`config.mk`:
```
export PLATFORM = sky130hd
export DESIGN_NAME = bus_return_scheduler_flat
export DESIGN_NICKNAME = d
export VERILOG_FILES = /design/src/rtl/bus_return_scheduler_if.sv /design/src/rtl/bus_return_scheduler.sv /design/src/flat_wrapper.sv
export SDC_FILE = /design/constraint.sdc
export NUM_CORES = 1
export LEC_CHECK = 0
export ABC_AREA = 1
export BUFFER_PORTS_ARGS = -buffer_cell sky130_fd_sc_hd__buf_2
export CAP_MARGIN = 25
export CORE_MARGIN = 1.5
export CORE_UTILIZATION = 40
export DETAILED_ROUTE_END_ITERATION = 16
export PLACE_DENSITY = 0.74
export SLEW_MARGIN = 20
export SYNTH_ARGS = -nofsm -noshare
export SYNTH_HDL_FRONTEND = slang
export SYNTH_SLANG_ARGS = --single-unit
```
`constraint.sdc`:
```
create_clock -name clk -period 2.95 [get_ports clk]
set_clock_uncertainty 0.15 [all_clocks]
set_input_delay 0 -clock clk [delete_from_list [all_inputs] [get_ports clk]]
set_output_delay 0 -clock clk [all_outputs]
set_load 0.005 [all_outputs]
```
`src/rtl/bus_return_scheduler_if.sv`:
```
// Bundle between the requester ports, the shared memory port and the
// bus_return_scheduler; master is the environment side, slave the scheduler.
interface bus_return_scheduler_if #(
    parameter int num_buses     = 2,
    parameter int num_buses_log = 1,
    parameter int addr_width    = 32
);
    logic [num_buses-1:0]            req;
    logic [num_buses*addr_width-1:0] req_addr;
    logic [num_buses-1:0]            grant;
    logic                            mem_req_valid;
    logic [addr_width-1:0]           mem_req_addr;
    logic                            mem_req_ready;
    logic                            mem_resp_valid;
    logic [num_buses_log-1:0]        select;
    logic [num_buses-1:0]            resp_valid;
    logic                            busy;

    modport master (
        output req,
        output req_addr,
        output mem_req_ready,
        output mem_resp_valid,
        input  grant,
        input  mem_req_valid,
        input  mem_req_addr,
        input  select,
        input  resp_valid,
        input  busy
    );

    modport slave (
        input  req,
        input  req_addr,
        input  mem_req_ready,
        input  mem_resp_valid,
        output grant,
        output mem_req_valid,
        output mem_req_addr,
        output select,
        output resp_valid,
        output busy
    );
endinterface

```
`src/rtl/bus_return_scheduler.sv`:
```
// Shares one read port among num_buses requesters, one request in flight.
// Define BUS_SCHED_ROUND_ROBIN_EN for round-robin instead of fixed priority.
module bus_return_scheduler #(
    parameter int num_buses     = 2,
    parameter int num_buses_log = 1,
    parameter int addr_width    = 32
) (
    input logic                   clk,
    input logic                   rst,
    bus_return_scheduler_if.slave bus
);

    typedef enum logic [1:0] {
        IDLE,
        ISSUE,
        WAIT
    } state_t;

    state_t                   state;
    state_t                   state_nxt;
    logic [num_buses_log-1:0] owner;
    logic [num_buses_log-1:0] win;
    logic [num_buses-1:0]     win_oh;
    logic [num_buses-1:0]     owner_oh;
    logic [num_buses-1:0]     grant_q;
    logic [addr_width-1:0]    addr_q;
    logic                     any_req;
    logic                     take;

    assign any_req  = |bus.req;
    assign take     = (state == IDLE) && any_req;
    assign win_oh   = num_buses'(1) << win;
    assign owner_oh = num_buses'(1) << owner;

`ifdef BUS_SCHED_ROUND_ROBIN_EN
    logic [num_buses_log-1:0] rr_ptr;
    int                       rr_idx;
    logic                     rr_found;

    // Search starts just past the last winner and wraps.
    always_comb begin
        win      = '0;
        rr_idx   = 0;
        rr_found = 1'b0;
        for (int k = 1; k <= num_buses; k++) begin
            rr_idx = (int'(rr_ptr) + k) % num_buses;
            if (!rr_found && bus.req[rr_idx]) begin
                rr_found = 1'b1;
                win      = num_buses_log'(rr_idx);
            end
        end
    end

    always_ff @(posedge clk) begin
        if (rst) begin
            rr_ptr <= num_buses_log'(num_buses - 1);
        end else if (take) begin
            rr_ptr <= win;
        end
    end
`else
    always_comb begin
        win = '0;
        for (int i = num_buses - 1; i >= 0; i--) begin
            if (bus.req[i]) begin
                win = num_buses_log'(i);
            end
        end
    end
`endif

    always_ff @(posedge clk) begin
        if (rst) begin
            state <= IDLE;
        end else begin
            state <= state_nxt;
        end
    end

    always_comb begin
        state_nxt = state;
        unique case (state)
            IDLE:    if (any_req) state_nxt = ISSUE;
            ISSUE:   if (bus.mem_req_ready) state_nxt = WAIT;
            WAIT:    if (bus.mem_resp_valid) state_nxt = IDLE;
            default: state_nxt = IDLE;
        endcase
    end

    // Owner and address are captured once at acceptance and held.
    always_ff @(posedge clk) begin
        if (rst) begin
            grant_q <= '0;
            owner   <= '0;
            addr_q  <= '0;
        end else begin
            grant_q <= take ? win_oh : '0;
            if (take) begin
                owner  <= win;
                addr_q <= bus.req_addr[win*addr_width +: addr_width];
            end
        end
    end

    assign bus.grant         = grant_q;
    assign bus.mem_req_valid = (state == ISSUE);
    assign bus.mem_req_addr  = addr_q;
    assign bus.select        = owner;
    assign bus.busy          = (state != IDLE);
    assign bus.resp_valid    = (state == WAIT && bus.mem_resp_valid)
                               ? owner_oh : '0;

endmodule

```
`src/flat_wrapper.sv`:
```
// flat-port wrapper written by rule: the top's interface ports become plain ports
module bus_return_scheduler_flat 
#(
    parameter int num_buses     = 2,
    parameter int num_buses_log = 1,
    parameter int addr_width    = 32
)
  (clk, rst, bus_req, bus_req_addr, bus_mem_req_ready, bus_mem_resp_valid, bus_grant, bus_mem_req_valid, bus_mem_req_addr, bus_select, bus_resp_valid, bus_busy);
  bus_return_scheduler_if #(.num_buses(num_buses), .num_buses_log(num_buses_log), .addr_width(addr_width)) bus_i ();
  input logic clk;
  input logic rst;
  input wire logic [$bits(bus_i.req)-1:0] bus_req;
  input wire logic [$bits(bus_i.req_addr)-1:0] bus_req_addr;
  input wire logic [$bits(bus_i.mem_req_ready)-1:0] bus_mem_req_ready;
  input wire logic [$bits(bus_i.mem_resp_valid)-1:0] bus_mem_resp_valid;
  output wire logic [$bits(bus_i.grant)-1:0] bus_grant;
  output wire logic [$bits(bus_i.mem_req_valid)-1:0] bus_mem_req_valid;
  output wire logic [$bits(bus_i.mem_req_addr)-1:0] bus_mem_req_addr;
  output wire logic [$bits(bus_i.select)-1:0] bus_select;
  output wire logic [$bits(bus_i.resp_valid)-1:0] bus_resp_valid;
  output wire logic [$bits(bus_i.busy)-1:0] bus_busy;
  assign bus_i.req = bus_req;
  assign bus_i.req_addr = bus_req_addr;
  assign bus_i.mem_req_ready = bus_mem_req_ready;
  assign bus_i.mem_resp_valid = bus_mem_resp_valid;
  assign bus_grant = bus_i.grant;
  assign bus_mem_req_valid = bus_i.mem_req_valid;
  assign bus_mem_req_addr = bus_i.mem_req_addr;
  assign bus_select = bus_i.select;
  assign bus_resp_valid = bus_i.resp_valid;
  assign bus_busy = bus_i.busy;
  bus_return_scheduler #(.num_buses(num_buses), .num_buses_log(num_buses_log), .addr_width(addr_width)) u_core (.clk(clk), .rst(rst), .bus(bus_i));
endmodule
```
==> results of run 1 <==
tightest hold or removal path, delay by kind of cell:
family | cells | cell delay [ns]
AO/OA/AOI/OAI | 1 | 0.07
buffers and inverters | 1 | 0.14
AND/OR/NAND/NOR | 3 | 0.20
state kept, by name, summed over array words and instances (netlist names):
signal                   cells
u_core.bus.grant             2
u_core.bus.mem_req_addr     32
u_core.bus.select            1
u_core.state                 2
worst max path at each step:
stage | startpoint | end | cells after the start
2_1_floorplan | u_core.state[1]$_SDFFE_PP0P_ | u_core.bus.mem_req_addr[10]$_SDFFE_PP0P_ | 6
3_3_place_gp | bus_req[1] | u_core.bus.mem_req_addr[12]$_SDFFE_PP0P_ | 5
3_5_place_dp | bus_req[1] | u_core.bus.mem_req_addr[0]$_SDFFE_PP0P_ | 5
4_1_cts | u_core.state[1]$_SDFFE_PP0P_ | u_core.bus.mem_req_addr[0]$_SDFFE_PP0P_ | 5
5_1_grt | u_core.state[1]$_SDFFE_PP0P_ | u_core.bus.mem_req_addr[26]$_SDFFE_PP0P_ | 5
6_report | u_core.state[1]$_SDFFE_PP0P_ | u_core.bus.mem_req_addr[20]$_SDFFE_PP0P_ | 5
power groups by stage:
stage	registers (mW)	logic [mW]	clock network, mW
floorplan	0.579	0.171	0
global placement	0.575	0.273	0
detailed placement	0.574	0.280	0
CTS	0.564	0.365	0.358
global route	0.569	0.410	0.378
finish	0.564	0.370	0.346
Yosys cell counts:
cell type	count
nand2_1	164
dfxtp_1	37
a21oi_2	28
buf_2	10
inv_1	6
nor2_1	6
a21oi_1	5
buf_6	3
inv_2	3
nand3_1	3
clkbuf_1	2
nor2_4	2
a31oi_1	1
buf_4	1
nand2_2	1
nor3_1	1
o21ai_4	1
area by class of cell:
type	count	area, um^2	area share
repair buffers	174	1201	0.3866
multi-input cells	212	979.7	0.3153
flip-flops and latches	37	740.7	0.2384
clock buffers	7	86.33	0.02779
well taps	52	65.06	0.02094
inverters	9	33.78	0.01087
timing repair:
action,in CTS,in global routing
hold buffers,66,0
endpoints found under the hold margin,34,0
setup endpoints to repair,0,0
cells by family after synthesis:
kind of cell	after synthesis	synth area share
simple gates	177	0.3707
flops	37	0.3997
buf+inv	25	0.07157
compound gates	35	0.1580
stage by stage:
step | utilization | total power [mW] | setup slack [ns] | cells | hold WS (ns)
2_1_floorplan | - | 0.7498 | 1.734 | 274 | -0.02826
4_1_cts | 0.7038 | 1.286 | 1.078 | 491 | 0.01428
5_1_grt | 0.7038 | 1.357 | 0.9281 | 491 | 0.04700
3_5_place_dp | 0.5346 | 0.8548 | 1.029 | 418 | 0.1275
6_report | 0.7038 | 1.281 | 1.083 | 491 | 0.01450
3_3_place_gp | 0.5346 | 0.8485 | 1.079 | 418 | 0.1280
per-layer routing:
layer | global-route usage | vias up | routed length [um]
met5 | 0 | - | 0
met2 | 0.4247 | 71 | 2794
met3 | 0.03989 | 10 | 250
li1 | - | 1170 | -
met1 | 0.2340 | 961 | 2306
met4 | 0.1027 | 0 | 118
==> results.txt, run 1 <==
Outcome -> finished, final reports clean
Most common cell after layout, fill and taps aside -> nand2_1
GPL Wtd Cong -> 0.6944
Synth Instances -> 274
Die Wd -> 71.06 um
DR vias/cell -> 4.505
Clock Latency Late Sink -> 0.28 ns
Cell variety after synth -> 17
CTS root buf -> clkbuf_8
Cell family with most CP delay -> buffers and inverters
Ys Warns -> 0
FP Rows -> 24
Initial cell density of the core -> 0.4198
Worst Hold Path EP -> u_core.state[1]$_SDFFE_PP0P_
Setup tns final -> 0 ns
Leading area contributor after synthesis -> dfxtp_1
Total gr overflow -> 0
Maximum number of pins on one net before global-route repair -> 37
Cell Pwr Density -> 412.2 nW/um^2
Fin. max-slew vios -> 0
Drt first pass iters -> 6
Hold Fails Final Rpt -> 0
Placed cell areas -> 2360 um^2
Syn Area/Cell -> 6.763 um^2
FILL cells -> 381
Max Cap Viol -> 0
Crit end category -> register
Min-Delay Path Depth -> 5
Critical-path maximum fanout -> 36
F_max -> 535.6 MHz
Clock Tree Buf Depth -> 2
Chip height -> 71.06 um
Crit-path cells -> nor2_4, o21ai_4, inv_2, nand2_1, a21oi_2
Comb power frac -> 0.289
CTS Buf Count -> 5
R2R setup slack -> 1.08 ns
Peak supply drop -> 0.0002698 V
Clock power frac -> 0.270
Slowest-stage cell, CP -> inv_2
Startpoint Class -> register
Req. time, crit path -> 2.93 ns
Synth Cell Area -> 1853 um^2
Net Sw Frac -> 0.2818
Worst EP arrival -> 1.85 ns
DR WL/cell -> 11.14 um
Synthesized Nets -> 344
Layout cells sized above 1 -> 0.3394
Buf/Inv on CP -> 1
CTS tree -> done
Yosys reg bits -> 37
RSZ-0062 raised after global routing -> no
1st-iter DRT viols -> 84
Antenna diodes -> 0
Fin crit period -> 1.867 ns
DIE AREA -> 5050 um^2
Leak pwr -> 1.604 nW
Core Region -> 4414 um^2
Clock Pin Slew Worst Setup and Hold Paths -> 0.07 ns
Buffers on Ports -> 108
Slowest Stage Delay on Critical Path -> 0.47 ns
Antenna viol nets, final -> 0
Area Overhead vs Synth -> 67.66%
DRC -> 0
Switching power -> 360.8 uW
Worst-Margin Slew -> 0.9418 ns
Initial antenna violation count -> 0
Sequential share of power -> 0.441
RR Endpoint -> u_core.bus.mem_req_addr[20]$_SDFFE_PP0P_
Slew headroom -> 0.3721
Synth top area share -> 0.3997
Kind of critical path -> reg2reg
Min-Delay Path Class -> in2reg
CTS-repair resized insts -> 0
Final instance area -> 3107 um^2
Cell Int Power -> 919.7 uW
Reg2reg path depth -> 5
Post-CTS setup buffer count -> 0
I/O pin total -> 109
First-pass GRT wire length -> 9.080 mm
Worst R2R Start -> u_core.state[1]$_SDFFE_PP0P_
Via count of the first global-routing pass -> 2201
DRT Wirelength -> 5.470 mm
Clk sinks -> 37
Hold_sp -> bus_req[1]
Post-DP HPWL -> 3.033 mm
Finish-stage setup viols -> 0
Nets -> 509
Period utilization -> 0.6329
Commonest cells after routing, fill and taps aside -> 164 x nand2_1, 108 x buf_2, 66 x dlygate4sd3_1, 37 x dfxtp_1, 28 x a21oi_2
H-Tree Depth -> 2
Vias -> 2212
Tot GR Track Use -> 0.2226
Top cells by area, synth -> dfxtp_1 40%, nand2_1 33%, a21oi_2 13%
Register area share after synthesis -> 0.3997
No activity file was read; power rests on OpenSTA's default activity.
==> run 2: changes to the inputs <==
- clock period: 2.95 -> 1.8 ns (I/O delays scaled with it)
==> results.txt, run 2 (same netlist as run 1, synthesis figures left out) <==
Slew headroom -> 0.6013 (was 0.3721)
Crit end category -> register (unchanged)
Layout cells sized above 1 -> 0.3468 (was 0.3394)
I/O pin total -> 109 (unchanged)
Worst hold slack -> 0.1664 ns (was 0.01450 ns)
Fin. max-slew vios -> 0 (unchanged)
Antenna viol nets, final -> 0 (unchanged)
Cell Int Power -> 1.666 mW (was 919.7 uW)
Outcome -> finished, final reports clean (unchanged)
Slowest Stage Delay on Critical Path -> 0.56 ns (was 0.47 ns)
Finish-stage setup viols -> 0 (unchanged)
Max Cap Viol -> 0 (unchanged)
Tot GR Track Use -> 0.2419 (was 0.2226)
First-pass GRT wire length -> 9.770 mm (was 9.080 mm)
Net Sw Frac -> 0.2707 (was 0.2818)
Sequential share of power -> 0.406 (was 0.441)
Switching power -> 618.1 uW (was 360.8 uW)
Worst EP arrival -> 1.63 ns (was 1.85 ns)
Req. time, crit path -> 1.82 ns (was 2.93 ns)
Clock Pin Slew Worst Setup and Hold Paths -> 0.07 ns (about the same)
DIE AREA -> 5050 um^2 (unchanged)
DR vias/cell -> 4.647 (was 4.505)
Initial cell density of the core -> 0.4198 (unchanged)
Hold Fails Final Rpt -> 0 (unchanged)
Nets -> 516 (was 509)
RSZ-0062 raised after global routing -> no (unchanged)
Core Region -> 4414 um^2 (unchanged)
Slowest-stage cell, CP -> dlygate4sd3_1 (was inv_2)
Maximum number of pins on one net before global-route repair -> 36 (was 37)
Drt first pass iters -> 4 (was 6)
Antenna diodes -> 0 (unchanged)
Fin crit period -> 1.603 ns (was 1.867 ns)
Commonest cells after routing, fill and taps aside -> 164 x nand2_1, 108 x buf_2, 68 x dlygate4sd3_1, 37 x dfxtp_1, 28 x a21oi_2 (was 164 x nand2_1, 108 x buf_2, 66 x dlygate4sd3_1, 37 x dfxtp_1, 28 x a21oi_2)
Leak pwr -> 1.654 nW (was 1.604 nW)
1st-iter DRT viols -> 106 (was 84)
Clock Tree Buf Depth -> 2 (unchanged)
Vias -> 2319 (was 2212)
H-Tree Depth -> 2 (unchanged)
Critical-path maximum fanout -> 4 (was 36)
Min-Delay Path Class -> in2reg (unchanged)
Cell Pwr Density -> 714.9 nW/um^2 (was 412.2 nW/um^2)
Critical Path Source -> u_core.state[1]$_SDFFE_PP0P_ (unchanged)
F_max -> 623.8 MHz (was 535.6 MHz)
Post-DP HPWL -> 3.399 mm (was 3.033 mm)
CTS Buf Count -> 5 (unchanged)
FILL cells -> 353 (was 381)
FP Rows -> 24 (unchanged)
Buffers on Ports -> 108 (unchanged)
Via count of the first global-routing pass -> 2264 (was 2201)
Most common cell after layout, fill and taps aside -> nand2_1 (unchanged)
Area Overhead vs Synth -> 72.38% (was 67.66%)
Peak supply drop -> 0.0005112 V (was 0.0002698 V)
Clock power frac -> 0.320 (was 0.270)
CTS root buf -> clkbuf_8 (unchanged)
Startpoint Class -> register (unchanged)
Comb power frac -> 0.274 (was 0.289)
Die Wd -> 71.06 um (unchanged)
Worst R2R Start -> u_core.state[1]$_SDFFE_PP0P_ (unchanged)
Worst-Margin Slew -> 0.5960 ns (was 0.9418 ns)
Largest register FFs -> 32 (unchanged)
Clk sinks -> 37 (unchanged)
Initial antenna violation count -> 0 (unchanged)
Clock Latency Late Sink -> 0.28 ns (about the same)
Crit-path cells -> nor2_4, nand2_1, a31oi_1, nor2_1, dlygate4sd3_1 (was nor2_4, o21ai_4, inv_2, nand2_1, a21oi_2)
DRT Wirelength -> 5.987 mm (was 5.470 mm)
DRC -> 0 (unchanged)
GPL Wtd Cong -> 0.7070 (was 0.6944)
CTS tree -> done (unchanged)
Chip height -> 71.06 um (unchanged)
Hold_sp -> bus_req[0] (was bus_req[1])
DR WL/cell -> 12.00 um (was 11.14 um)
Setup tns final -> 0 ns (unchanged)
Kind of critical path -> reg2reg (unchanged)
Period utilization -> 0.8906 (was 0.6329)
Total gr overflow -> 0 (unchanged)
## run 2: cell types whose count changed in the layout (fill, tap and decap cells not counted), sizes merged
cell         change
dlygate4sd3      +2
buf              +5
bufinv           +1
## run 2: worst paths after layout
kind                                             end  slack (ns)  cells past startpoint
max                     u_core.state[1]$_SDFFE_PP0P_        0.20                      5
max reg2reg             u_core.state[1]$_SDFFE_PP0P_        0.20                      5
min reg2reg  u_core.bus.mem_req_addr[7]$_SDFFE_PP0P_        0.31                      2
min                   u_core.bus.grant[1]$_SDFF_PP0_        0.17                      5
## run 2: critical path: cells and delay by family (launching register included)
family          cells  cell delay (ns)
compound gates      1             0.13
flops               1             0.36
buf+inv             1             0.56
simple gates        3             0.29
## run 2: routing by layer
metal	wire [um]	vias up	global-route usage
met3	314	15	0.03704
met5	0	-	0
met2	3055	90	0.4600
li1	-	1183	-
met4	174	0	0.1069
met1	2442	1031	0.2615
## run 2: through the flow
step                instances  setup WS [ns]    util  power, mW  cell area (um^2)
CTS                       499         0.1866  0.7236      2.285              3194
detailed placement        423         0.2759  0.5431      1.417              2397
finish                    499         0.1969  0.7236      2.284              3194
global placement          423         0.3685  0.5431      1.405              2397
global route              499        0.06468  0.7236      2.410              3194
floorplan                 274         0.5843       -      1.229              1853
## run 2: power groups by stage
stage                     combinational, mW  clock, mW  sequential (mW)
after global routing                  0.694      0.783            0.933
final                                 0.627      0.730            0.927
after CTS                             0.615      0.744            0.926
after detailed placement              0.474          0            0.944
after floorplan                       0.280          0            0.949
after global placement                0.462          0            0.943
## run 2: what timing repair did
item	CTS	global route
hold endpoints to repair	34	0
setup buffers	0	0
gates resized for setup	0	0
hold buffers	68	0
## run 2: layout make-up
type | instances | area (um^2) | area share
multi-input cells | 212 | 979.7 | 0.3067
repair buffers | 181 | 1259 | 0.3940
clock inverters | 1 | 30.03 | 0.009401
well taps | 52 | 65.06 | 0.02037
inverters | 9 | 33.78 | 0.01058
clock buffers | 7 | 86.33 | 0.02703
flip-flops and latches | 37 | 740.7 | 0.2319
